[src/rtl/fetch_queue_unit.sv]
// Instruction-fetch front end: PC, single-outstanding memory reads, DEPTH-entry prefetch queue, redirect flush.
// Optional macro FETCH_QUEUE_BYPASS_EN forwards a returning word straight to decode when the queue is empty.
module fetch_queue_unit #(
  parameter int                ADDR_W   = 32,
  parameter int                DATA_W   = 32,
  parameter int                DEPTH    = 4,
  parameter logic [ADDR_W-1:0] RESET_PC = '0
) (
  input  logic              clk_i,
  input  logic              rst_i,
  input  logic              instr_mem_ready_i,
  input  logic [DATA_W-1:0] instr_mem_data_i,
  output logic [ADDR_W-1:0] instr_mem_addr_o,
  output logic              instr_mem_rd_o,
  input  logic              redirect_i,
  input  logic [ADDR_W-1:0] redirect_addr_i,
  input  logic              stall_i,
  output logic              instr_valid_o,
  output logic [DATA_W-1:0] instr_o,
  output logic [ADDR_W-1:0] instr_addr_o
);

  localparam int CNT_W = $clog2(DEPTH + 1);
  localparam int PTR_W = $clog2(DEPTH);

  typedef enum logic {S_FETCH, S_DROP} state_t;

  state_t            state_q, state_d;
  logic [ADDR_W-1:0] pc_q;
  logic [ADDR_W-1:0] drop_addr_q;
  logic [CNT_W-1:0]  count_q, count_d;
  logic [PTR_W-1:0]  rd_ptr_q, wr_ptr_q;
  logic [DATA_W-1:0] data_mem_q [DEPTH];
  logic [ADDR_W-1:0] addr_mem_q [DEPTH];

  logic              xfer;
  logic              empty;
  logic              bypass_hit;
  logic              q_push;
  logic              q_pop;
  logic [ADDR_W-1:0] redirect_pc;

  assign xfer        = instr_mem_rd_o & instr_mem_ready_i;
  assign empty       = (count_q == '0);
  assign redirect_pc = redirect_addr_i & ~ADDR_W'(3);

`ifdef FETCH_QUEUE_BYPASS_EN
  assign bypass_hit = (state_q == S_FETCH) & empty & xfer & ~redirect_i;
`else
  assign bypass_hit = 1'b0;
`endif

  // A bypassed word that decode takes immediately never occupies a queue slot.
  assign q_push = (state_q == S_FETCH) & xfer & ~redirect_i & ~(bypass_hit & ~stall_i);
  assign q_pop  = ~empty & ~stall_i & ~redirect_i & ~rst_i;

  always_comb begin
    count_d = count_q;
    if (q_push && !q_pop) count_d = count_q + CNT_W'(1);
    else if (!q_push && q_pop) count_d = count_q - CNT_W'(1);
  end

  always_ff @(posedge clk_i) begin
    if (rst_i) state_q <= S_FETCH;
    else       state_q <= state_d;
  end

  always_comb begin
    state_d = state_q;
    case (state_q)
      S_FETCH: if (redirect_i && instr_mem_rd_o && !instr_mem_ready_i) state_d = S_DROP;
      S_DROP:  if (instr_mem_ready_i) state_d = S_FETCH;
      default: state_d = S_FETCH;
    endcase
  end

  always_comb begin
    instr_mem_rd_o   = ~rst_i & ((state_q == S_DROP) | (count_q < CNT_W'(DEPTH)));
    instr_mem_addr_o = (state_q == S_DROP) ? drop_addr_q : pc_q;
    instr_valid_o    = (~empty | bypass_hit) & ~redirect_i & ~rst_i;
    instr_o          = bypass_hit ? instr_mem_data_i : data_mem_q[rd_ptr_q];
    instr_addr_o     = bypass_hit ? pc_q : addr_mem_q[rd_ptr_q];
  end

  always_ff @(posedge clk_i) begin
    if (rst_i) begin
      pc_q     <= RESET_PC;
      count_q  <= '0;
      rd_ptr_q <= '0;
      wr_ptr_q <= '0;
    end else if (redirect_i) begin
      pc_q     <= redirect_pc;
      count_q  <= '0;
      rd_ptr_q <= '0;
      wr_ptr_q <= '0;
    end else begin
      count_q <= count_d;
      if (q_push) wr_ptr_q <= wr_ptr_q + PTR_W'(1);
      if (q_pop)  rd_ptr_q <= rd_ptr_q + PTR_W'(1);
      if ((state_q == S_FETCH) && xfer) pc_q <= pc_q + ADDR_W'(4);
    end
  end

  // The abandoned read keeps its address on the bus until memory completes it.
  always_ff @(posedge clk_i) begin
    if (!rst_i && state_q == S_FETCH && state_d == S_DROP) drop_addr_q <= pc_q;
  end

  always_ff @(posedge clk_i) begin
    if (q_push) begin
      data_mem_q[wr_ptr_q] <= instr_mem_data_i;
      addr_mem_q[wr_ptr_q] <= pc_q;
    end
  end

endmodule

[config.mk]
export PLATFORM = sky130hd
export DESIGN_NAME = fetch_queue_unit
export DESIGN_NICKNAME = d
export VERILOG_FILES = /design/src/rtl/fetch_queue_unit.sv
export SDC_FILE = /design/constraint.sdc
export NUM_CORES = 1
export LEC_CHECK = 0
export BUFFER_PORTS_ARGS = -buffer_cell sky130_fd_sc_hd__buf_2
export CAP_MARGIN = 10
export CORE_ASPECT_RATIO = 1.5
export CORE_MARGIN = 5
export CORE_UTILIZATION = 45
export CTS_CLUSTER_SIZE = 8
export DETAILED_ROUTE_END_ITERATION = 10
export GPL_TIMING_DRIVEN = 0
export MAX_ROUTING_LAYER = met4
export RECOVER_POWER = 50
export SYNTH_ARGS = -nofsm -noshare
export SYNTH_HDL_FRONTEND = slang
export SYNTH_SLANG_ARGS = --single-unit
[constraint.sdc]
create_clock -name clk_i -period 13.7 [get_ports clk_i]
set_clock_uncertainty 0.05 [all_clocks]
set_input_delay 2.74 -clock clk_i [delete_from_list [all_inputs] [get_ports clk_i]]
set_output_delay 2.74 -clock clk_i [all_outputs]
set_load 0.02 [all_outputs]
==> flow_summary.yaml, run 1 <==
finish:
  stdcell_area_sq_um: 15200
  layout.nets: 989
  area_delta_synth_final_pct: 20.5
  n_antenna_cell: 0
  drive_gt1_share_pct: 31.5
logic_synthesis:
  post_synth_num_cell_types: 57
  synth_area_sq_um: 12600
  synth-edff-count: 278
  yosys_warnings: 0
  synth.area.top_cells: "edfxtp_1, mux4_2, dfxtp_1, mux2_2, nand4_1"
  post_synth.cell_area_avg_sq_um: 18.2
  seq_area_frac_synth_pct: 72.3
  netlist.area_leader.share_pct: 66.0
  async_flop_share_pct: 0
  syn-instance-count: 696
  ys_ff_latch: 318
  netlist_top_cells_count: "edfxtp_1, mux4_2, dfxtp_1, nor2_1, mux2_2"
  synth.most_common_cell: "edfxtp_1"
  synth_ff_type: "edfxtp_1"
  yosysTopAreaCell: "edfxtp_1"
sta:
  rsz0062_at_grt: "no"
  min_period_over_period_pct: 52.3
  period_minus_slack_ns: 7.16
  fin_setup_tns_ns: 0
  relSlewSlack_pct: 15.7
  setup_viol: 0
  slew_violations: 0
  worst_slew_pin_slew_ns: 1.25
  max_freq_mhz: 140
  timing_hold_violations_final: 0
place:
  gp_congestion: 0.869
  place_hpwl_microns: 18600
  port_buffers: 159
  place_area_sq_um: 14100
grt:
  track_usage_pct: 18.9
  grt_pass1_wl_microns: 44400
  grt_overflow: 0
  grt_max_degree: 47
  grt_antenna_before_repair: 0
  grt_pass1_vias: 7568
floorplan:
  std_cell_rows: 75
  die-area_sq_um: 31600
  die_w_microns: 147
  die_h_microns: 215
  initial_core_util_pct: 45.4
  core_area_sq_um: 27900
  io_pins: 167
power_and_ir_drop:
  leakagePower_nw: 5.12
  switchingPower_mw: 0.470
  seqPwrFrac_pct: 49.9
  swShare_pct: 21.4
  clkPwrFrac_pct: 45.3
  combPwrFrac_pct: 4.8
  ir_drop_uv: 84.1
  cellPowerDensity_nw_per_um2: 144
  p_int_mw: 1.73
routing:
  postRouteAntennaNets: 0
  drt_first_pass_iters: 5
  avgRoutedWirePerCell_microns: 22.4
  drc_errors: 0
  post_drt_via_cell_ratio: 5.60
  drt_iter0_markers: 567
  drt-total-wl_microns: 28800
  vias: 7207
clock_tree:
  postCtsSetupRepairBufs: 0
  clkSinkCount: 318
  clkLatencyLatePin_ns: 0.54
  cts_buffer_depth: 3
  postCtsHoldBufs: 0
  cts_tree: "done"
  cts_max_level: 2
  cts_resized: 0
  clkTransAtPathRegs_ns: 0.05
  cts_inserted_buffers: 45
  clock-root-buffer: "clkbuf_16"
setup_path:
  r2r_slack_ns: 10.02
  setup.worst_path.start_class: "input port"
  crit_fanout: 10
  critical_path_required_ns: 10.91
  setup.worst_path.class: "in -> out"
  cp.arrival_ns: 4.37
  end_kind: "output port"
job:
  drv_cap: 0
min_path:
  hold_class: "reg -> reg"
status:
  status: "completed"
## placed cells by master, fill, tap and decap left out, types with 3 or more instances in the layout
cell type,synthesis,routed
conb_1,1,4
buf_1,6,6
clkbuf_16,0,45
a21oi_1,9,9
o21ai_0,16,16
nor3b_1,9,9
a211oi_1,8,8
dfxtp_1,40,40
buf_4,4,5
nor4b_1,4,5
and2_1,3,3
buf_2,6,131
clkbuf_1,20,85
and3_1,10,7
mux4_2,62,62
a311oi_1,10,10
and3_4,0,3
and4_1,6,6
xor2_1,8,8
buf_16,0,4
inv_1,8,8
nor2_1,30,30
nand2_1,16,16
or3_1,9,9
nor3_1,9,9
nand3_1,19,19
nand4_1,18,18
edfxtp_1,278,278
nor2b_1,3,3
nor4_1,5,5
or4_1,5,5
mux2_2,29,29
ha_1,6,6
xnor2_1,4,4
## power groups by stage
stage               combinational [mW]  sequential (mW)  clock [mW]
floorplan                       0.0654             1.11           0
global placement                 0.107             1.12           0
detailed placement               0.110             1.12           0
CTS                              0.111             1.10        1.02
global route                     0.116             1.10        1.06
finish                           0.107             1.10       0.996
## path summary, 6_finish.rpt
| path | to | cells after the start | startpoint |
|---|---|---|---|
| hold / removal | wr_ptr_q[0]$_SDFFE_PP0P_ | 2 | wr_ptr_q[0]$_SDFFE_PP0P_ |
| hold reg to reg | wr_ptr_q[0]$_SDFFE_PP0P_ | 2 | wr_ptr_q[0]$_SDFFE_PP0P_ |
| setup reg to reg | data_mem_q[2][14]$_DFFE_PP_ | 6 | state_q$_SDFF_PP0_ |
| setup / recovery | instr_mem_rd_o | 5 | rst_i |
## through the flow
stage	total power [mW]	hold slack, ns	cells	setup slack, ns	util [%]
6_report	2.20	0.453	1287	6.54	54.7
5_1_grt	2.27	0.469	1287	6.42	54.7
4_1_cts	2.23	0.449	1287	6.74	55.0
3_5_place_dp	1.23	0.442	1212	6.74	50.4
3_3_place_gp	1.22	0.439	1204	4.09	49.8
2_1_floorplan	1.17	0.416	699	6.97	-
## registers in the layout, indices dropped and copies added, names as in the netlist, named ones only
name         cells
data_mem_q     128
count_q          3
rd_ptr_q         2
drop_addr_q     30
wr_ptr_q         2
pc_q            30
state_q          1
addr_mem_q     120
## critical path: stages
cell      delay, ns
clkbuf_1       0.40
clkbuf_1       0.50
clkbuf_1       0.45
a21oi_1        0.08
buf_2          0.18
## area by class of cell
class | count | area [sq um]
Fill cell | 2255 | 12600
Sequential cell | 318 | 9150
Multi-Input combinational cell | 330 | 3260
Clock buffer | 72 | 1240
Timing Repair Buffer | 167 | 883
Tap cell | 346 | 433
Buffer | 42 | 206
Clock inverter | 3 | 41.3
Inverter | 9 | 33.8
## metal layers
metal	vias to the layer above	GRT usage (%)	routed length, microns
li1	3276	-	-
met1	3640	23.1	11700
met2	232	31.7	14900
met4	0	6.94	803
met3	59	3.16	1300
met5	-	-	0
## cells by family after synthesis
logic type	after synthesis	synth area share, %
flops	318	72.3
simple gates	157	7.13
mux	92	13.7
compound gates	58	3.14
buf+inv	51	2.07
xor+xnor	12	0.831
fa+ha+maj	7	0.752
other cells	1	0.0297
(Power assumes the default switching activity.)
==> inputs of run 2 (changes only) <==
--- a/config.mk
+++ b/config.mk
@@ -14,6 +14,7 @@
 export DETAILED_ROUTE_END_ITERATION = 10
 export GPL_TIMING_DRIVEN = 0
 export MAX_ROUTING_LAYER = met4
+export PLACE_DENSITY = 0.67
 export RECOVER_POWER = 50
 export SYNTH_ARGS = -nofsm -noshare
 export SYNTH_HDL_FRONTEND = slang
==> constraint.sdc (replaced) <==
create_clock -name clk_i -period 5.85 [get_ports clk_i]
set_clock_uncertainty 0.05 [all_clocks]
set_input_delay 1.17 -clock clk_i [delete_from_list [all_inputs] [get_ports clk_i]]
set_output_delay 1.17 -clock clk_i [all_outputs]
set_load 0.02 [all_outputs]
==> run 2 against run 1 <==
The flow now finishes with violations (capacitance limit, slew limit). Sequential share of layout area grew 0.11 points. Register-to-register slack worse by 8.0 ns. Routed wire length down 0.83%. Clock-buffer cell count shrank 9. First-iteration DRC count fell by 1.6%. Total power is 130% higher. Worst hold slack worse by 0.0062 ns. Largest cell class unchanged. Highest routed layer unchanged.
==> flow_summary.yaml, run 2 (synthesis gave the netlist of run 1 again) <==
status:
  status: "finished with violations"
  violations: "capacitance limit, slew limit"
grt:
  grt_pass1_wl_microns: 44900
  grt_antenna_before_repair: 1
  grt_overflow: 0
  grt_max_degree: 39
  grt_pass1_vias: 7634
  track_usage_pct: 19.1
finish:
  final_common_cell: "edfxtp_1"
  drive_gt1_share_pct: 31.7
  largest_reg_flops: 128
  final_cell_mix: "edfxtp_1, buf_2, clkbuf_1, mux4_2, clkbuf_16"
  largestRegisters: "data_mem_q: 128 flops, addr_mem_q: 120 flops"
  layout.nets: 989
  largest_register: "data_mem_q"
  area_delta_synth_final_pct: 20.3
clock_tree:
  cts_max_level: 2
  clkSinkCount: 318
  cts_tree: "done"
  postCtsHoldBufs: 0
  postCtsSetupRepairBufs: 0
  clock-root-buffer: "clkbuf_16"
  clkLatencyLatePin_ns: 0.54
  cts_buffer_depth: 3
  cts_inserted_buffers: 45
  clkTransAtPathRegs_ns: 0.05
  cts_resized: 0
setup_path:
  cp.arrival_ns: 3.02
  setup.worst_path.start_class: "flop"
  setup.worst_path.class: "reg -> out"
  critical_path_required_ns: 4.63
  crit_fanout: 10
  r2r_start: "state_q$_SDFF_PP0_"
  end_kind: "output port"
  r2r_slack_ns: 1.98
  ff2ff_path_depth: 6
  r2r_end: "data_mem_q[0][15]$_DFFE_PP_"
sta:
  max_freq_mhz: 236
  min_period_over_period_pct: 72.5
  relSlewSlack_pct: -1.41
  setup_viol: 0
  rsz0062_at_grt: "no"
  period_minus_slack_ns: 4.24
  setup_ws_ns: 1.61
  slew_violations: 25
  fin_setup_tns_ns: 0
  timing_hold_violations_final: 0
  worst_slew_pin_slew_ns: 1.52
place:
  port_buffers: 159
  dp_slack_ns: 1.93
  gp_congestion: 0.861
  place_hpwl_microns: 18400
routing:
  postRouteAntennaNets: 0
  drc_errors: 0
  avgRoutedWirePerCell_microns: 22.4
  post_drt_via_cell_ratio: 5.61
  drt-total-wl_microns: 28500
  drt_first_pass_iters: 5
  vias: 7158
  drt_iter0_markers: 558
min_path:
  hold_class: "reg -> reg"
  holdPathEnd: "wr_ptr_q[0]$_SDFFE_PP0P_"
  holdCritStartpoint: "wr_ptr_q[0]$_SDFFE_PP0P_"
  whs_path_depth: 2
power_and_ir_drop:
  combPwrFrac_pct: 4.9
  p_int_mw: 4.07
  ir_drop_uv: 179
  switchingPower_mw: 1.07
  seqPwrFrac_pct: 50.1
  clkPwrFrac_pct: 45.0
  leakagePower_nw: 5.12
  swShare_pct: 20.8
  cellPowerDensity_nw_per_um2: 337
floorplan:
  die_h_microns: 215
  die-area_sq_um: 31600
  io_pins: 167
  die_w_microns: 147
  std_cell_rows: 75
  initial_core_util_pct: 45.4
  core_area_sq_um: 27900
job:
  drv_cap: 1
run 2: cell type report:
type / count / area, sq um
fill: 2213 / 12700
sequential: 318 / 9150
multi-input combinational: 330 / 3250
clock buffer: 63 / 1250
timing repair buffer: 167 / 871
tap: 346 / 433
buffer: 42 / 216
inverter: 9 / 33.8
clock inverter: 1 / 8.76
antenna: 1 / 2.50
run 2: worst max-delay path by stage:
stage | from | to | slack, ns
3_5_place_dp | rst_i | count_q[2]$_SDFFE_PP0P_ | 1.93
6_report | flop | instr_addr_o[8] | 1.61
3_3_place_gp | redirect_i | drop_addr_q[23]$_DFFE_PP_ | -2.14
5_1_grt | flop | instr_addr_o[8] | 1.39
4_1_cts | flop | instr_addr_o[8] | 1.52
2_1_floorplan | redirect_i | drop_addr_q[10]$_DFFE_PP_ | 0.69
run 2: power groups by stage:
stage	combinational [mW]	sequential, mW	clock [mW]
after floorplan	0.153	2.59	0
after global routing	0.272	2.57	2.47
final	0.250	2.57	2.31
after global placement	0.251	2.61	0
after CTS	0.259	2.57	2.38
after detailed placement	0.258	2.61	0
run 2: metal layers:
| layer | wire (microns) | global-route usage [%] | vias up | share of wire (%) |
|---|---|---|---|---|
| li1 | - | - | 3274 | - |
| met1 | 11600 | 23.2 | 3585 | 41 |
| met2 | 14700 | 31.7 | 240 | 52 |
| met3 | 1410 | 3.33 | 59 | 5.0 |
| met4 | 830 | 7.44 | 0 | 2.9 |
| met5 | 0 | - | - | 0 |
run 2: stage by stage:
step           instance area, sq um  hold slack [ns]  utilization (%)  total power, mW  cells
6_report                      15200            0.447             54.6             5.13   1277
5_1_grt                       15200            0.492             54.6             5.32   1277
4_1_cts                       15300            0.448             54.9             5.20   1276
3_5_place_dp                  14000            0.439             50.4             2.87   1212
3_3_place_gp                  13900            0.436             49.8             2.86   1204
2_1_floorplan                 12700            0.416                -             2.75    699
run 2: worst max-delay path, stage by stage (launching register included):
cell and delay (ns):
dfxtp_1 0.30, clkbuf_1 0.64, buf_1 0.73, mux4_2 0.62, buf_2 0.18
==> inputs of run 3 (changes only) <==
==> constraint.sdc (replaced) <==
create_clock -name clk_i -period 3.4 [get_ports clk_i]
set_clock_uncertainty 0.05 [all_clocks]
set_input_delay 0.68 -clock clk_i [delete_from_list [all_inputs] [get_ports clk_i]]
set_output_delay 0.68 -clock clk_i [all_outputs]
set_load 0.02 [all_outputs]
==> run 3 against run 2 <==
The run now ends clean. Setup slack lost 1.4 ns. Sequential share of layout area grew 0.24 points. Utilization shrank 0.21 points. Critical path depth shrank 1. Die area is the same. Sequential power grew 72%. Cell count shrank 0.55%. First-iteration DRC count grew 26%. Clock power grew 67%. Clock-buffer cell count shrank 1. Design area shrank 0.38%. Largest cell class unchanged. Largest power group unchanged. Highest routed layer unchanged.
==> flow_summary.yaml, run 3 (synthesis gave the netlist of run 1 again) <==
clock_tree:
  cts_max_level: 2
  clkTransAtPathRegs_ns: 0.05
  postCtsSetupRepairBufs: 0
  cts_inserted_buffers: 45
  cts_buffer_depth: 3
  clkLatencyLatePin_ns: 0.52
  cts_tree: "done"
  clock-root-buffer: "clkbuf_16"
  clkSinkCount: 318
  postCtsHoldBufs: 0
  cts_resized: 5
job:
  drv_cap: 0
grt:
  grt_pass1_wl_microns: 44900
  grt_pass1_vias: 7574
  grt_overflow: 0
  grt_max_degree: 35
  track_usage_pct: 19.0
  grt_antenna_before_repair: 0
routing:
  drt-total-wl_microns: 28800
  drc_errors: 0
  drt_iter0_markers: 701
  vias: 7221
  drt_first_pass_iters: 6
  post_drt_via_cell_ratio: 5.69
  postRouteAntennaNets: 0
  avgRoutedWirePerCell_microns: 22.6
sta:
  period_minus_slack_ns: 3.19
  worst_slew_pin_slew_ns: 1.17
  rsz0062_at_grt: "no"
  setup_ws_ns: 0.212
  fin_setup_tns_ns: 0
  timing_hold_violations_final: 0
  slew_violations: 0
  relSlewSlack_pct: 21.7
  setup_viol: 0
  timing.hold.ws_ns: 0.353
  max_freq_mhz: 314
  min_period_over_period_pct: 93.8
power_and_ir_drop:
  ir_drop_uv: 295
  leakagePower_nw: 5.09
  cellPowerDensity_nw_per_um2: 575
  total_power_mw: 8.71
place:
  port_buffers: 159
  place_hpwl_microns: 18300
  gp_congestion: 0.862
  dp_slack_ns: 0.0279
  place_area_sq_um: 14000
  dpl.cell_count: 1210
min_path:
  hold_class: "in -> reg"
floorplan:
  die-area_sq_um: 31600
  std_cell_rows: 75
  io_pins: 167
  die_w_microns: 147
  initial_core_util_pct: 45.4
  core_area_sq_um: 27900
  die_h_microns: 215
setup_path:
  setup.worst_path.start_class: "flop"
  critical_path_required_ns: 2.67
  crit_fanout: 10
  crit_chain: "clkbuf_1 > mux4_2 > buf_2"
  end_kind: "output port"
  slowest_stage: "dfxtp_1"
  cp.arrival_ns: 2.46
  r2r_end: "data_mem_q[1][16]$_DFFE_PP_"
  crit_path_max_incr_delay_ns: 0.72
  setup.worst_path.class: "reg -> out"
  crit_path_end: "instr_addr_o[8]"
  ff2ff_path_depth: 6
  r2r_slack_ns: 0.24
  r2r_start: "state_q$_SDFF_PP0_"
finish:
  largest_register: "data_mem_q"
  drive_gt1_share_pct: 32.4
  largestRegisters: "data_mem_q: 128 flops, addr_mem_q: 120 flops"
  fin_util_pct: 54.4
  largest_reg_flops: 128
  nFillCells: 2241
  final_cells: 1270
  stdcell_area_sq_um: 15200
  final_common_cell: "edfxtp_1"
  final_cell_mix: "edfxtp_1, buf_2, clkbuf_1, mux4_2, clkbuf_16"
  layout.nets: 985
  n_antenna_cell: 0
  area_delta_synth_final_pct: 19.8
status:
  status: "completed"
run 3: changes by cell type in the layout (fill, tap and decap cells not counted), sizes merged:
cell	delta
inv	-1
clkdlybuf4s15	+1
diode	-1
clkbuf	-3
buf	-3
run 3: final cells by class:
cell class              instances  area, sq um  share of cell area [%]
well taps                     346          433                    2.86
multi-input cells             330         3270                    21.6
repair buffers                165          845                    5.57
clock buffers                  62         1200                    7.92
inverters                       9         33.8                   0.223
plain buffers                  40          219                    1.44
flip-flops and latches        318         9150                    60.4
run 3: metal layers:
| layer | part of all wire, % | track usage (%) | vias to the layer above |
|---|---|---|---|
| met1 | 40 | 23.5 | 3618 |
| met3 | 5.5 | 3.39 | 56 |
| met4 | 2.8 | 6.34 | 0 |
| met5 | 0 | - | - |
| met2 | 52 | 31.9 | 292 |
| li1 | - | - | 3255 |
run 3: worst min path at each step:
stage                                  start                         end  slack (ns)  cells after the start
global placement    wr_ptr_q[0]$_SDFFE_PP0P_    wr_ptr_q[0]$_SDFFE_PP0P_        0.44                      2
finish                   redirect_addr_i[19]       pc_q[19]$_SDFFE_PP0P_        0.35                      3
floorplan           wr_ptr_q[0]$_SDFFE_PP0P_    wr_ptr_q[0]$_SDFFE_PP0P_        0.42                      2
global route             redirect_addr_i[27]       pc_q[27]$_SDFFE_PP0P_        0.32                      3
detailed placement  wr_ptr_q[0]$_SDFFE_PP0P_    wr_ptr_q[0]$_SDFFE_PP0P_        0.44                      2
CTS                      instr_mem_data_i[0]  data_mem_q[2][0]$_DFFE_PP_        0.29                      1
run 3: power breakdown:
group          internal [mW]  switching, mW
sequential              4.34         0.0866
clock                   2.40           1.46
combinational          0.165          0.265
total                   6.90           1.81
run 3: worst max-delay path: cells and delay by family, from the launching register on:
| family | cells | cell delay (ns) |
|---|---|---|
| buffers and inverters | 2 | 0.75 |
| muxes | 1 | 0.44 |
| DFF | 1 | 0.72 |
